### src/rtl/uart_tx_fifo.sv
// UART transmitter with a host-side byte FIFO and CTS flow control.
// Each frame on Tx is: start bit, data MSB first, optional even parity, then stop bits.
module uart_tx_fifo #(
    parameter int unsigned DATA_BITS  = 8,
    parameter int unsigned PARITY_BIT = 1,
    parameter int unsigned STOP_BITS  = 2,
    parameter int unsigned FIFO_WIDTH = 4
) (
    input  logic                  Clk,
    input  logic                  Rst_n,
    input  logic [DATA_BITS-1:0]  Tx_Data,
    input  logic                  Push_Data,
    input  logic                  CTS,
    output logic                  Tx,
    output logic                  Tx_Busy,
    output logic                  FIFO_Empty,
    output logic                  FIFO_Full,
    output logic [FIFO_WIDTH:0]   FIFO_Count,
    output logic                  Tx_Overflow
);

    localparam int unsigned Depth  = 2 ** FIFO_WIDTH;
    localparam int unsigned CntMax = (DATA_BITS > STOP_BITS) ? DATA_BITS : STOP_BITS;
    localparam int unsigned CntW   = $clog2(CntMax + 1);

    typedef enum logic [2:0] {StIdle, StStart, StData, StParity, StStop} state_e;

    logic [DATA_BITS-1:0]  mem_q [Depth];
    logic [FIFO_WIDTH-1:0] wr_ptr_q, rd_ptr_q;
    logic [FIFO_WIDTH:0]   count_q, count_d;
    logic                  overflow_q;
    state_e                state_q, state_d;
    logic [CntW-1:0]       cnt_q, cnt_d;
    logic [DATA_BITS-1:0]  shift_q, shift_d;
    logic                  parity_q, parity_d;
    logic                  tx_q, tx_d;
    logic                  pop, push_ok, empty, full;
    logic [DATA_BITS-1:0]  head;

    assign empty   = (count_q == '0);
    assign full    = (count_q == (FIFO_WIDTH + 1)'(Depth));
    assign head    = mem_q[rd_ptr_q];
    // A pop in the same cycle frees a slot, so a push into a full FIFO is still accepted.
    assign push_ok = Push_Data && (!full || pop);

    always_comb begin
        state_d  = state_q;
        cnt_d    = cnt_q;
        shift_d  = shift_q;
        parity_d = parity_q;
        tx_d     = tx_q;
        pop      = 1'b0;
        unique case (state_q)
            StIdle: begin
                tx_d = 1'b1;
                if (!empty && CTS) begin
                    pop      = 1'b1;
                    state_d  = StStart;
                    tx_d     = 1'b0;
                    shift_d  = head;
                    parity_d = ^head;
                end
            end
            StStart: begin
                state_d = StData;
                tx_d    = shift_q[DATA_BITS-1];
                shift_d = shift_q << 1;
                cnt_d   = '0;
            end
            StData: begin
                if (cnt_q == CntW'(DATA_BITS - 1)) begin
                    cnt_d = '0;
                    if (PARITY_BIT != 0) begin
                        state_d = StParity;
                        tx_d    = parity_q;
                    end else begin
                        state_d = StStop;
                        tx_d    = 1'b1;
                    end
                end else begin
                    cnt_d   = cnt_q + 1'b1;
                    tx_d    = shift_q[DATA_BITS-1];
                    shift_d = shift_q << 1;
                end
            end
            StParity: begin
                state_d = StStop;
                tx_d    = 1'b1;
                cnt_d   = '0;
            end
            StStop: begin
                if (cnt_q == CntW'(STOP_BITS - 1)) begin
                    cnt_d = '0;
                    // Back-to-back frames: the next start bit follows the last stop bit directly.
                    if (!empty && CTS) begin
                        pop      = 1'b1;
                        state_d  = StStart;
                        tx_d     = 1'b0;
                        shift_d  = head;
                        parity_d = ^head;
                    end else begin
                        state_d = StIdle;
                        tx_d    = 1'b1;
                    end
                end else begin
                    cnt_d = cnt_q + 1'b1;
                    tx_d  = 1'b1;
                end
            end
            default: begin
                state_d = StIdle;
                tx_d    = 1'b1;
            end
        endcase
    end

    always_comb begin
        count_d = count_q;
        case ({push_ok, pop})
            2'b10:   count_d = count_q + 1'b1;
            2'b01:   count_d = count_q - 1'b1;
            default: count_d = count_q;
        endcase
    end

    always_ff @(posedge Clk or negedge Rst_n) begin
        if (!Rst_n) begin
            state_q    <= StIdle;
            cnt_q      <= '0;
            shift_q    <= '0;
            parity_q   <= 1'b0;
            tx_q       <= 1'b1;
            wr_ptr_q   <= '0;
            rd_ptr_q   <= '0;
            count_q    <= '0;
            overflow_q <= 1'b0;
        end else begin
            state_q  <= state_d;
            cnt_q    <= cnt_d;
            shift_q  <= shift_d;
            parity_q <= parity_d;
            tx_q     <= tx_d;
            count_q  <= count_d;
            if (push_ok) begin
                wr_ptr_q <= wr_ptr_q + 1'b1;
            end
            if (pop) begin
                rd_ptr_q <= rd_ptr_q + 1'b1;
            end
            if (Push_Data && !push_ok) begin
                overflow_q <= 1'b1;
            end
        end
    end

    always_ff @(posedge Clk) begin
        if (push_ok) begin
            mem_q[wr_ptr_q] <= Tx_Data;
        end
    end

    assign Tx          = tx_q;
    assign Tx_Busy     = (state_q != StIdle);
    assign FIFO_Empty  = empty;
    assign FIFO_Full   = full;
    assign FIFO_Count  = count_q;
    assign Tx_Overflow = overflow_q;

endmodule

### config.mk
export PLATFORM = sky130hd
export DESIGN_NAME = uart_tx_fifo
export DESIGN_NICKNAME = d
export VERILOG_FILES = /design/src/rtl/uart_tx_fifo.sv
export SDC_FILE = /design/constraint.sdc
export NUM_CORES = 1
export LEC_CHECK = 0
export ABC_AREA = 1
export BUFFER_PORTS_ARGS = -buffer_cell sky130_fd_sc_hd__buf_4
export CAP_MARGIN = 20
export CORE_ASPECT_RATIO = 0.8
export CORE_MARGIN = 1.5
export CORE_UTILIZATION = 56
export CTS_BUF_LIST = sky130_fd_sc_hd__clkbuf_8
export DETAILED_ROUTE_END_ITERATION = 8
export PLACE_DENSITY = 0.78
export SLEW_MARGIN = 20
export SYNTH_ARGS = -nofsm -noshare
export SYNTH_HDL_FRONTEND = slang
export SYNTH_SLANG_ARGS = --single-unit
### constraint.sdc
create_clock -name Clk -period 4.7 [get_ports Clk]
set_input_delay 0.94 -clock Clk [delete_from_list [all_inputs] [get_ports Clk]]
set_output_delay 0.94 -clock Clk [all_outputs]
set_load 0.02 [all_outputs]
Word level (Yosys, flattened, before mapping)
Memory sizes are Yosys's and may differ from the RTL's.
Cells that the tools add are included.
W data, S select, Z words.
{ "classes": {"mul": 0, "n_mux": 25, "n_shift": 0, "reduce_logical": 19, "n_eq_ne": 13, "n_lt_le_gt_ge": 0, "addsub": 5, "n_div": 0, "bitwise": 0} }
{ "ops": {"columns": ["operator", "count"], "rows": [
  ["$pmux W8 S4", 1],
  ["$mux W8", 3],
  ["$pmux W3 S5", 1],
  ["$add A4 B1 Y4 const B", 3],
  ["$pmux W4 S3", 1],
  ["$mux W1", 10],
  ["$pmux W5 S2", 1],
  ["$mux W3", 3],
  ["$mux W4", 2],
  ["$ne A2 B2 Y1 const B", 4],
  ["$reduce_xor A8 Y1", 1],
  ["$eq A3 B2 Y1 const B", 2],
  ["$reduce_and A3 Y1", 2],
  ["$reduce_bool A3 Y1", 2],
  ["$add A5 B1 Y5 const B", 1],
  ["$eq A5 B5 Y1 const B", 1],
  ["$logic_not A5 Y1", 1],
  ["$sub A5 B1 Y5 const B", 1],
  ["$eq A4 B1 Y1 const B", 1],
  ["$eq A4 B3 Y1 const B", 1],
  ["$pmux W1 S2", 2],
  ["$pmux W1 S4", 1],
  ["$reduce_bool A2 Y1", 2],
  ["$reduce_bool A4 Y1", 1],
  ["10 further kinds", 14]
]} }
{ "totals": {"regBits": 31, "ramBits": 128, "word_cells": 72, "n_memories": 1, "inputBits": 12, "latchBits": 0, "mem_bits_ro": 0} }
{ "mem_list": {"columns": ["name", "depth", "word_bits", "read_ports", "rd_clocked_by_memory_dff", "write_ports", "line_no", "rtl"], "rows": [
  ["mem_q", 16, 8, 1, 0, 1, "28", "logic [DATA_BITS-1:0] mem_q [Depth];"]
]} }

Logic depth before layout (Yosys ltp)
{ "depth": {"word_depth": 10, "depth_mapped": 18, "ltp_nobuf": 16} }

Worst setup path before layout
No wires, ideal clock.
{ "synth_path": {"path_kind": "input-to-reg", "startpoint": "in CTS", "endpoint": "reg count_q[4], in the netlist FIFO_Count[4]", "arrival_time_ps": 2526, "path_stages": 12, "required_time_ps": 4582, "slack_ps": 2055, "path_buffers": 0, "cell_sequence": "o21ai_0 > inv_2 > nand3_4 > nor2_1 > ha_1 > a21o_1 > a31oi_1 > inv_1 > o21ai_1 > nand2_1 > xor2_1 > inv_1"} }
{ "synth_via": {"elab_chain_cells": 8, "word_cells_on_any_way": 10, "cone_classes": "2 x eq/ne; 4 x mux; 4 x reduce/logical"} }
{ "synth_lines": {"columns": ["item", "line_no", "rtl"], "rows": [
  ["from (decl)", "13", "input logic CTS,"],
  ["$logic_and A1 B1 Y1 *", "56, 95", null],
  ["$mux W1 *", "56, 95", null],
  ["$mux W1", "92", "if (cnt_q == CntW'(STOP_BITS - 1)) begin"],
  ["$pmux W1 S2 *", "53", "unique case (state_q)"],
  ["$logic_or A1 B1 Y1", "44", "assign push_ok = Push_Data && (!full || pop);"],
  ["$logic_and A1 B1 Y1", "44", null],
  ["$eq A2 B1 Y1 or $eq A2 B2 Y1 (tied branches)", "119", "case ({push_ok, pop})"],
  ["$pmux W5 S2 or $reduce_bool A2 Y1 (tied branches)", null, null],
  ["to (signal assigned)", "143", "count_q <= count_d;"],
  ["to (decl)", "30", "logic [FIFO_WIDTH:0] count_q, count_d;"]
]} }
Every way passes the cells marked *; elsewhere a longest branch is shown, timed or not.
A chain may end at the register's enable or synchronous reset.

Final worst setup path
{ "layout_path": {"startpoint": "reg rd_ptr_q[0]", "endpoint": "reg parity_q"} }
{ "layout_via": {"elab_chain_cells": 5} }
{ "layout_lines": {"columns": ["item", "line_no", "rtl"], "rows": [
  ["from (decl)", "29", "logic [FIFO_WIDTH-1:0] wr_ptr_q, rd_ptr_q;"],
  ["from (signal assigned)", "148", "rd_ptr_q <= rd_ptr_q + 1'b1;"],
  ["$mem_v2 Z16 W8 *", null, null],
  ["$reduce_xor A8 Y1 *", "61, 100", null],
  ["$mux W1 *", "56, 95", null],
  ["$mux W1", "92", null],
  ["$pmux W1 S2 *", "53", null],
  ["to (signal assigned)", "141", "parity_q <= parity_d;"],
  ["to (decl)", "35", "logic parity_q, parity_d;"]
]} }
Every way passes the cells marked *; elsewhere a longest branch is shown, timed or not. The select of a mux whose other input is x is not followed.

==> results by group <==
Critical path
  • Crit-path slowest cell: inv_2
  • Setup crit end kind: flip-flop
  • Kind of critical path: reg -> reg
  • R2R setup slack: 1790 ps
  • Req. time, crit path: 5090 ps
  • CP cell instances: inv_2 -> nand2_1 -> nand2_1 -> nand2_1 -> nand3_1 -> nand3_1 -> nand2_1 -> inv_1 -> nand2_1 -> nand2_1 -> nand3_1 -> nand2_1 -> nand2_1 -> nand3_1 -> nand2_1
  • Worst Reg-to-Reg Cells: 15
  • Most used cell along the critical path: nand2_1
  • Reg-to-reg critical path startpoint: rd_ptr_q[0]
  • Crit-path max FO: 60
  • Critical R2R Capture: parity_q
  • CP peak stage delay: 800 ps
  • Worst setup SP type: flip-flop
  • Data arrival, critical path: 3300 ps

Layout
  • P&R area growth vs syn: 9.097%
  • Commonest cells after routing, fill and taps aside: 238 x nand2_1, 128 x edfxtp_1, 83 x inv_1
  • Final cell count without fillers: 946
  • # fillers: 1040
  • Post-route cell area: 7938 µm²
  • Nets: 782
  • Diode count: 0
  • Final core occ: 62.12%
  • Layout cells sized above 1: 10.38%
  • Most common cell after layout, fill and taps aside: nand2_1

Route
  • Antenna Nets Post-Route: 0
  • DR iter-0 viols: 522
  • Met2 WL: 7396 µm
  • DRT Pass-1 Iters: 5
  • DRC: 0
  • Max Used Layer: met4
  • Routed met1 length: 6463 µm
  • Drt via density: 5.299
  • Met3 WL post-DR: 696 µm
  • WL/cell: 15.75 µm
  • Total Wirelength: 14900 µm
  • DR vias: 5013

Placement
  • GP Congestion: 0.9088
  • I/O Buffers: 21
  • Area after DPL: 7550 µm²
  • Placed insts: 915
  • Dpl hpwl: 9850 µm
  • Worst slack, placed: 1712 ps

GRT
  • Total GRT Usage: 23.83%
  • Initial antenna violation count: 0
  • Vias in the first global route: 5005
  • First-pass GRT wire length: 24440 µm
  • Largest net degree at the start of global routing: 61
  • GRT overflow: 0

Clock tree
  • TritonCTS Sinks: 159
  • Root buffer cell: clkbuf_8
  • Insertion delay to the later sink of the worst-skew pair: 450 ps
  • CTS hold repair buffers: 0
  • Max H-tree Level: 4
  • CTS tree: yes
  • Maximum clock path buffer count: 2
  • Post-CTS sizing: 0
  • CTS Buf Count: 17
  • Post-CTS Setup Bufs: 0
  • Reg clk slew, reported paths: 90 ps

Die
  • Die Ht: 105.0 µm
  • Core footprint: 12780 µm²
  • # IOs: 22
  • Die area: 13690 µm²
  • Rows: 37
  • Die width: 130.4 µm
  • Initial Util: 56.94%

Logic synthesis
  • Ys Warns: 0
  • Ys flop type: edfxtp_1
  • Post-Syn Area: 7276 µm²
  • Syn_area_per_cell: 9.819 µm²
  • #FFs+latches synth: 159
  • Asr flop ratio synth: 19.50%
  • Synth unique cells: 36
  • Syn Nets: 764
  • Post-synthesis sequential area ratio: 63.51%
  • Synth Instances: 741
  • Post-synth EDFFs: 128

Timing
  • Worst relative slew slack: 32.95%
  • Layout Skew: 14.84 ps
  • Fmax: 0.3438 GHz
  • Final setup vio count: 0
  • Crit path time final: 2909 ps
  • Final hold violation count: 0
  • Post-layout worst setup margin: 1791 ps
  • RSZ-0062 raised after global routing: false
  • Final TNS setup: 0 ps
  • Worst Tran Pin Value: 1004 ps
  • Slew Viols, Final: 0
  • Fin crit share: 61.88%

Outcome
  • Outcome: finished, final reports clean

Power
  • Leakage: 3.412 nW
  • Max IR drop VDD: 0.0003136 V
  • P per Cell Area: 638.1 nW/µm²

Min path
  • Worst Hold Class: in -> async

Flow run
  • Max_cap viols: 0
-- critical path, delay by kind of cell, from the launching register on --
family | cells | cell delay, ps
buffers and inverters | 2 | 900
flip-flops | 1 | 600
AND/OR/NAND/NOR | 13 | 1320
-- cells in the mapped netlist (all sizes together), types with 4 or more instances --
master | n | area [µm²]
a21oi | 4 | 20.02
buf | 21 | 107.6
dfrtp | 30 | 750.7
edfxtp | 128 | 3844
ha | 10 | 125.1
inv | 93 | 349.1
nand2 | 243 | 929.6
nand3 | 81 | 417.9
nor2 | 53 | 221.5
nor3 | 5 | 25.02
o21ai | 43 | 222.7
xor2 | 11 | 96.34
-- sequential cells by signal, indices dropped and copies added (netlist names) --
name,count
shift_q,8
rd_ptr_q,4
cnt_q,4
wr_ptr_q,4
state_q,3
Tx_Overflow,1
FIFO_Count,5
Tx,1
mem_q,128
parity_q,1
-- cell type report --
| type | count | area (µm²) | area share, % |
|---|---|---|---|
| clock buffers | 17 | 234.0 | 2.948 |
| clock inverters | 14 | 153.9 | 1.939 |
| inverters | 94 | 352.8 | 4.445 |
| multi-input cells | 464 | 2183 | 27.51 |
| flip-flops and latches | 159 | 4622 | 58.23 |
| well taps | 175 | 219.0 | 2.759 |
| repair buffers | 23 | 172.7 | 2.175 |
-- stage by stage --
step / total power [W] / hold slack [ps]
3_5_place_dp: 0.004108 / 476.5
5_1_grt: 0.005444 / 439.6
2_1_floorplan: 0.003557 / 449.4
6_report: 0.005065 / 417.1
3_3_place_gp: 0.004014 / 474.8
4_1_cts: 0.005076 / 415.5
-- kinds of logic (layout without fill, tap and decap cells) --
family                   count (synthesis)  after routing  share of synthesized area (%)
flip-flops                             159            159                          63.51
adder cells (fa/ha/maj)                 11             11                          1.995
AO/OA/AOI/OAI                           57             57                          4.471
XOR/XNOR                                12             12                          1.445
buffers and inverters                  118            148                          6.483
AND/OR/NAND/NOR                        384            384                          22.10
-- how the worst max path moves through the flow --
stage                     start            end  depth (start not counted)
floorplan                   CTS  FIFO_Count[4]                         12
global placement            CTS  FIFO_Count[4]                         13
detailed placement          CTS  FIFO_Count[4]                         13
CTS                 rd_ptr_q[0]       parity_q                         15
global route        rd_ptr_q[0]       parity_q                         16
finish              rd_ptr_q[0]       parity_q                         15
-- where the power goes --
group	total [W]	internal [W]	leakage, nW	switching [W]
Combinational	0.00213	0.000681	1.69	0.00145
Sequential	0.00196	0.00176	1.53	0.000199
Clock	0.000970	0.000435	0.187	0.000536
-- per-layer routing --
| metal | up-vias | global-route usage, % |
|---|---|---|
| met5 | - | 0 |
| met4 | 0 | 9.969 |
| met3 | 34 | 5.069 |
| met2 | 151 | 37.78 |
| met1 | 2377 | 32.02 |
| li1 | 2451 | - |
Power figures use the tool's default switching activity.
